**src/rtl/sram_like_axi_bridge_pkg.sv**
```systemverilog
// Shared constants, FSM encoding and size mapping for the SRAM-like to AXI3 bridge.
package sram_like_axi_bridge_pkg;

  localparam logic [2:0] AXI_SIZE_1B    = 3'b000;
  localparam logic [2:0] AXI_SIZE_2B    = 3'b001;
  localparam logic [2:0] AXI_SIZE_4B    = 3'b010;
  localparam logic [1:0] AXI_BURST_INCR = 2'b01;

  localparam logic [3:0] INST_ID_DEF = 4'd0;
  localparam logic [3:0] DATA_ID_DEF = 4'd1;

  typedef enum logic [2:0] {
    StIdle,
    StRaddr,
    StRdata,
    StWaddr,
    StWresp
  } bridge_state_e;

  // SRAM size code 3 is not legal on the core side; treat it as a full word.
  function automatic logic [2:0] sram_to_axi_size(input logic [1:0] size);
    logic [2:0] axi_size;
    case (size)
      2'd0:    axi_size = AXI_SIZE_1B;
      2'd1:    axi_size = AXI_SIZE_2B;
      default: axi_size = AXI_SIZE_4B;
    endcase
    return axi_size;
  endfunction

endpackage

```
**src/rtl/sram_like_axi_bridge_wstrb_gen.sv**
```systemverilog
// Byte-lane write strobe from SRAM-like size and the low address bits.
module sram_like_axi_bridge_wstrb_gen
  import sram_like_axi_bridge_pkg::*;
(
  input  logic [1:0] size_i,
  input  logic [1:0] addr_lo_i,
  output logic [3:0] wstrb_o
);

  // Byte selects its lane, halfword selects the aligned half, anything else is a full word.
  always_comb begin
    wstrb_o = 4'b1111;
    case (size_i)
      2'd0:    wstrb_o = 4'b0001 << addr_lo_i;
      2'd1:    wstrb_o = addr_lo_i[1] ? 4'b1100 : 4'b0011;
      default: wstrb_o = 4'b1111;
    endcase
  end

endmodule

```
**src/rtl/sram_like_axi_bridge.sv**
```systemverilog
// Merges the core's inst and data SRAM-like ports onto one single-beat AXI3 master.
// Data has fixed priority; exactly one transaction is outstanding at a time.
module sram_like_axi_bridge
  import sram_like_axi_bridge_pkg::*;
#(
  parameter logic [3:0] INST_ID = INST_ID_DEF,
  parameter logic [3:0] DATA_ID = DATA_ID_DEF
) (
  input  logic        clk,
  input  logic        rst,
  // inst port
  input  logic        inst_req,
  input  logic        inst_wr,
  input  logic [1:0]  inst_size,
  input  logic [31:0] inst_addr,
  input  logic [31:0] inst_wdata,
  output logic        inst_addr_ok,
  output logic        inst_data_ok,
  output logic [31:0] inst_rdata,
  // data port
  input  logic        data_req,
  input  logic        data_wr,
  input  logic [1:0]  data_size,
  input  logic [31:0] data_addr,
  input  logic [31:0] data_wdata,
  output logic        data_addr_ok,
  output logic        data_data_ok,
  output logic [31:0] data_rdata,
  // read address
  output logic [3:0]  arid,
  output logic [31:0] araddr,
  output logic [3:0]  arlen,
  output logic [2:0]  arsize,
  output logic [1:0]  arburst,
  output logic [1:0]  arlock,
  output logic [3:0]  arcache,
  output logic [2:0]  arprot,
  output logic        arvalid,
  input  logic        arready,
  // read data
  input  logic [3:0]  rid,
  input  logic [31:0] rdata,
  input  logic [1:0]  rresp,
  input  logic        rlast,
  input  logic        rvalid,
  output logic        rready,
  // write address
  output logic [3:0]  awid,
  output logic [31:0] awaddr,
  output logic [3:0]  awlen,
  output logic [2:0]  awsize,
  output logic [1:0]  awburst,
  output logic [1:0]  awlock,
  output logic [3:0]  awcache,
  output logic [2:0]  awprot,
  output logic        awvalid,
  input  logic        awready,
  // write data
  output logic [3:0]  wid,
  output logic [31:0] wdata,
  output logic [3:0]  wstrb,
  output logic        wlast,
  output logic        wvalid,
  input  logic        wready,
  // write response
  input  logic [3:0]  bid,
  input  logic [1:0]  bresp,
  input  logic        bvalid,
  output logic        bready
);

  bridge_state_e state_q, state_d;
  logic [31:0]   addr_q, addr_d;
  logic [31:0]   wdata_q, wdata_d;
  logic [2:0]    size_q, size_d;
  logic [3:0]    wstrb_q, wstrb_d;
  logic [3:0]    id_q, id_d;
  logic          owner_q, owner_d;  // 1: data port owns the transaction
  logic          arvalid_q, arvalid_d;
  logic          rready_q, rready_d;
  logic          awvalid_q, awvalid_d;
  logic          wvalid_q, wvalid_d;
  logic          bready_q, bready_d;
  logic          aw_done_q, aw_done_d;
  logic          w_done_q, w_done_d;

  logic          is_idle;
  logic          grant_data, grant_inst;
  logic          sel_wr;
  logic [1:0]    sel_size;
  logic [31:0]   sel_addr, sel_wdata;
  logic [3:0]    sel_wstrb;
  logic          aw_hs, w_hs;
  logic          resp_ok;

  // Responses carry nothing the bridge needs: one outstanding, owner already known.
  logic unused_resp;
  assign unused_resp = ^{rid, rresp, rlast, bid, bresp};

  // Arbitration and the request mux feeding the latch in IDLE.
  always_comb begin
    is_idle    = (state_q == StIdle);
    grant_data = data_req;
    grant_inst = inst_req & ~data_req;
    sel_wr     = grant_data ? data_wr    : inst_wr;
    sel_size   = grant_data ? data_size  : inst_size;
    sel_addr   = grant_data ? data_addr  : inst_addr;
    sel_wdata  = grant_data ? data_wdata : inst_wdata;
  end

  sram_like_axi_bridge_wstrb_gen u_wstrb_gen (
    .size_i    (sel_size),
    .addr_lo_i (sel_addr[1:0]),
    .wstrb_o   (sel_wstrb)
  );

  // Handshake strobes and the response completion the owner sees.
  always_comb begin
    aw_hs   = awvalid_q & awready;
    w_hs    = wvalid_q & wready;
    resp_ok = ((state_q == StRdata) & rvalid) | ((state_q == StWresp) & bvalid);
  end

  // Next-state logic for the transaction FSM and its registered AXI valids/readies.
  always_comb begin
    state_d   = state_q;
    addr_d    = addr_q;
    wdata_d   = wdata_q;
    size_d    = size_q;
    wstrb_d   = wstrb_q;
    id_d      = id_q;
    owner_d   = owner_q;
    arvalid_d = arvalid_q;
    rready_d  = rready_q;
    awvalid_d = awvalid_q;
    wvalid_d  = wvalid_q;
    bready_d  = bready_q;
    aw_done_d = aw_done_q;
    w_done_d  = w_done_q;
    unique case (state_q)
      StIdle: begin
        if (grant_data | grant_inst) begin
          owner_d = grant_data;
          addr_d  = sel_addr;
          wdata_d = sel_wdata;
          size_d  = sram_to_axi_size(sel_size);
          wstrb_d = sel_wstrb;
          id_d    = grant_data ? DATA_ID : INST_ID;
          if (sel_wr) begin
            state_d   = StWaddr;
            awvalid_d = 1'b1;
            wvalid_d  = 1'b1;
          end else begin
            state_d   = StRaddr;
            arvalid_d = 1'b1;
          end
        end
      end
      StRaddr: begin
        if (arready) begin
          arvalid_d = 1'b0;
          rready_d  = 1'b1;
          state_d   = StRdata;
        end
      end
      StRdata: begin
        if (rvalid) begin
          rready_d = 1'b0;
          state_d  = StIdle;
        end
      end
      StWaddr: begin
        if (aw_hs) awvalid_d = 1'b0;
        if (w_hs)  wvalid_d  = 1'b0;
        aw_done_d = aw_done_q | aw_hs;
        w_done_d  = w_done_q | w_hs;
        if (aw_done_d && w_done_d) begin
          aw_done_d = 1'b0;
          w_done_d  = 1'b0;
          bready_d  = 1'b1;
          state_d   = StWresp;
        end
      end
      StWresp: begin
        if (bvalid) begin
          bready_d = 1'b0;
          state_d  = StIdle;
        end
      end
      default: state_d = StIdle;
    endcase
  end

  // State and latched request; reset abandons any transaction in flight.
  always_ff @(posedge clk or posedge rst) begin
    if (rst) begin
      state_q   <= StIdle;
      addr_q    <= '0;
      wdata_q   <= '0;
      size_q    <= '0;
      wstrb_q   <= '0;
      id_q      <= '0;
      owner_q   <= 1'b0;
      arvalid_q <= 1'b0;
      rready_q  <= 1'b0;
      awvalid_q <= 1'b0;
      wvalid_q  <= 1'b0;
      bready_q  <= 1'b0;
      aw_done_q <= 1'b0;
      w_done_q  <= 1'b0;
    end else begin
      state_q   <= state_d;
      addr_q    <= addr_d;
      wdata_q   <= wdata_d;
      size_q    <= size_d;
      wstrb_q   <= wstrb_d;
      id_q      <= id_d;
      owner_q   <= owner_d;
      arvalid_q <= arvalid_d;
      rready_q  <= rready_d;
      awvalid_q <= awvalid_d;
      wvalid_q  <= wvalid_d;
      bready_q  <= bready_d;
      aw_done_q <= aw_done_d;
      w_done_q  <= w_done_d;
    end
  end

  assign inst_addr_ok = is_idle & grant_inst;
  assign data_addr_ok = is_idle & grant_data;
  assign inst_data_ok = resp_ok & ~owner_q;
  assign data_data_ok = resp_ok & owner_q;
  assign inst_rdata   = rdata;
  assign data_rdata   = rdata;

  assign arid    = id_q;
  assign araddr  = addr_q;
  assign arlen   = 4'd0;
  assign arsize  = size_q;
  assign arburst = AXI_BURST_INCR;
  assign arlock  = 2'd0;
  assign arcache = 4'd0;
  assign arprot  = 3'd0;
  assign arvalid = arvalid_q;
  assign rready  = rready_q;

  assign awid    = id_q;
  assign awaddr  = addr_q;
  assign awlen   = 4'd0;
  assign awsize  = size_q;
  assign awburst = AXI_BURST_INCR;
  assign awlock  = 2'd0;
  assign awcache = 4'd0;
  assign awprot  = 3'd0;
  assign awvalid = awvalid_q;

  assign wid    = id_q;
  assign wdata  = wdata_q;
  assign wstrb  = wstrb_q;
  assign wlast  = 1'b1;
  assign wvalid = wvalid_q;
  assign bready = bready_q;

endmodule

```
**config.mk**
```make
export PLATFORM = sky130hd
export DESIGN_NAME = sram_like_axi_bridge
export DESIGN_NICKNAME = d
export VERILOG_FILES = /design/src/rtl/sram_like_axi_bridge_pkg.sv /design/src/rtl/sram_like_axi_bridge_wstrb_gen.sv /design/src/rtl/sram_like_axi_bridge.sv
export SDC_FILE = /design/constraint.sdc
export NUM_CORES = 1
export LEC_CHECK = 0
export CAP_MARGIN = 30
export CORE_AREA = 3 3 160 162
export CTS_BUF_LIST = sky130_fd_sc_hd__clkbuf_16
export DETAILED_ROUTE_END_ITERATION = 6
export DIE_AREA = 0 0 163 165
export MAX_ROUTING_LAYER = met4
export PLACE_DENSITY_LB_ADDON = 0.25
export RECOVER_POWER = 100
export SYNTH_ARGS = -nofsm -noshare
export SYNTH_HDL_FRONTEND = slang
export SYNTH_SLANG_ARGS = --single-unit
```
**constraint.sdc**
```tcl
create_clock -name clk -period 5.8 [get_ports clk]
set_input_delay 1.74 -clock clk [delete_from_list [all_inputs] [get_ports clk]]
set_output_delay 1.74 -clock clk [all_outputs]
set_load 0.005 [all_outputs]
```
==> results.md <==
- Max-cap violations: 2
- Initial antenna violation count: 0
- CTS Buf Count: 9
- Initial Util: around a fifth
- Worst Max-Slew Pin Slew: between 2000 and 3000 ps
- Critical Path Stages: 5
- Number of vias per cell: slightly above 4
- Final Slew Violations: 94
- Max Fanout on Critical Path: 3
- Post-synthesis cell count: ~540
- Chip width: 163 um
- Post-CTS Setup Inserts: 0
- # DRC: 0
- Setup crit start: rvalid
- Failing checks: capacitance limit, slew limit
- Synth area leaders: dfrtp_1 (40%), buf_4 (21%), o21ai_0 (13%)
- Number of synthesized register bits: 81
- Post-synth EDFFs: 0
- Clk slew on worst S/H paths: about 60 ps
- Worst path slowest cell: dlygate4sd3_1
- Crit path cell chain: dlygate4sd3_1 > nand3b_1 > a21oi_1 > nor2b_1 > dlygate4sd3_1
- Critical R2R Capture: arsize[0]
- Mapped Area: just over 0.005 mm^2
- Asr flop ratio synth: 100.0%
- Met2 global-route usage: about a fifth
- Pleak: about 3.2 nW
- Reg2reg setup slack: roughly 3400 ps
- Unrepaired setup endpoints after global routing: false
- Area Growth Syn to Fin: 43.47%
- Ant. Diodes: 0
- I/O pins: a little over 400
- Port Buffers: 258
- Core area: around 0.024 mm^2
- VDD IR-drop max: 132.8 uV
- YS warnings: 0
- Setup TNS: 0 ps
- Setup crit end kind: output pin
- M3 GR Usage: slightly above 3%
- Most used cell, CP: dlygate4sd3_1
- Share of the synthesized area in the top cell type: 39.70%
- Worst EP arrival: 3450 ps
- Die ar.: 0.02690 mm^2
- Dpl ws: approximately 700 ps
- Dominant cell type by area after synthesis: dfrtp_1
- Clock sink total: slightly above 80
- CTS HTree Levels: 3
- Synth unique cells: 37
- Gr usage total: 12.05%
- Status: finished with violations
- Slew HR: -78.89%
- Grt peak-use layer: met2
- Router iterations before antenna repair: 6
- Largest net degree at the start of global routing: 57
- Clk buf depth: 2
- Worst hold path class: flop to flop
- Clock Skew: roughly 12 ps
- Std cell rows: between 50 and 60
- Routed WL: between 15000 and 20000 um
- Met1 Use GR: roughly 14%
- Worst-Skew Late Latency: 340 ps
- Crit path required time: ~4100 ps
- GPL Wtd Cong: between 0.7 and 0.8
- Top FF cell, synth: dfrtp_1
- Setup slack after layout: roughly 610 ps
- Critical Path End: inst_data_ok
- Die height: 165 um
- DR iter-0 viols: between 150 and 200
- Syn avg cell area: ~9.5 um^2
- CTS Hold Bufs: 0
- Remaining global-route overflow: 0
- Routed WL per cell: around 16 um
- Seq/Total Area, Yosys: between 30% and 40%
- TritonCTS clock tree: built
- Crit Path Class: input pin to output pin
- Tmin final: between 5000 and 6000 ps
- Number of global-route vias before repair: 4018
- Max Clk Rate: just under 200 MHz
- Most frequent cell after synthesis: buf_4
- Worst Path Buf+Inv: 2
- R2r startpoint: state_q[2]
- Clock root buffer: clkbuf_16
- First-pass GRT wire length: 24130 um
- Critical path's top delay family: buffers and inverters
- Dpl hpwl: 12040 um
- Layout net count: 862
- Setup violations, final: 0
- Period Utilization, post-route: 89.42%
- Synth top cells by count: buf_4 (145), o21ai_0 (135), dfrtp_1 (81)
- Share of cells above drive strength 1: around 4.4%
- Final Hold Vio Count: 0
- ANT nets after route: 0
- Critical Path Source Type: input pin
- Worst path max stage delay: around 600 ps
- Power Dens Cells: about 410 mW/mm^2
- Routed vias: about 4.1k
- CTS resizes: 0
- Depth of the worst register-to-register path: 4
==> metal layers <==
metal	up-vias	wire [um]
li1	1956	-
met1	1897	6562
met2	181	8379
met3	29	1116
met4	0	323
met5	-	0
==> worst min path at each step <==
stage               slack (ps)         to  cells after the start  startpoint
detailed placement         500  wdata[24]                      2   wdata[24]
CTS                        510   wstrb[2]                      2    wstrb[2]
global placement           490   wdata[8]                      2    wdata[8]
floorplan                  490    arvalid                      1     arvalid
finish                     500  wdata[24]                      2   wdata[24]
global route               530   wdata[9]                      2    wdata[9]
==> final cells by class <==
cell class | count | area (um^2)
fill | 2589 | 16920
clock inverter | 7 | 62.56
timing repair buffer | 263 | 2613
multi-input combinational | 313 | 1969
inverter | 6 | 23.77
sequential | 81 | 2027
clock buffer | 9 | 225.2
tap | 324 | 405.4
==> power by group <==
part / internal [W] / switching [W]
combinational: 0.000770 / 0.000621
clock: 0.000329 / 0.000240
sequential: 0.000840 / 0.000187
total: 0.00194 / 0.00105
==> cells by family after synthesis <==
family                 after synthesis  share of synthesized area, %
other                                2                        0.1471
AND/OR/NAND/NOR                     36                         4.435
multiplexers                        66                         12.96
flip-flops                          81                         39.70
buffers and inverters              184                         24.85
AO/OA/AOI/OAI                      169                         17.91
==> layout by cell type, fill, tap and decap left out, drive strengths merged, types with 3 or more instances in the layout <==
cell type / count
dfrtp: 81
nand2: 4
buf: 4
nor2b: 3
dlygate4sd3: 118
clkbuf: 11
clkinv: 3
o21ai: 141
clkinvlp: 3
conb: 42
nand3b: 4
inv: 6
a21oi: 7
nand2b: 3
a221oi: 4
clkdlybuf4s50: 139
nand3: 3
and3b: 3
nor2: 5
o31ai: 4
a21o: 5
mux2i: 65
==> sequential cells by signal, indices dropped and copies added (netlist names) <==
signal / count
arsize: 2
bready: 1
arvalid: 1
state_q: 3
araddr: 32
owner_q: 1
wstrb: 4
awvalid: 1
rready: 1
wvalid: 1
aw_done_q: 1
wdata: 32
w_done_q: 1
==> metrics by stage <==
stage                     util [%]  std cells  hold slack [ps]  instance area (um^2)  total power [W]
after floorplan                  -        578            494.9                  5256         0.001785
after global placement       29.08        987            490.3                  7052         0.002619
after detailed placement     29.08        987            497.4                  7052         0.002628
after CTS                    30.27       1003            509.5                  7340         0.003225
after global routing         30.21       1003            530.4                  7326         0.003260
final                        30.21       1003            496.3                  7326         0.002987
==> worst min-delay path: stages, from the launching register on <==
cell     delay [ps]
dfrtp_1         330
o21ai_0          70
o21ai_0          70
(Power assumes the default switching activity.)
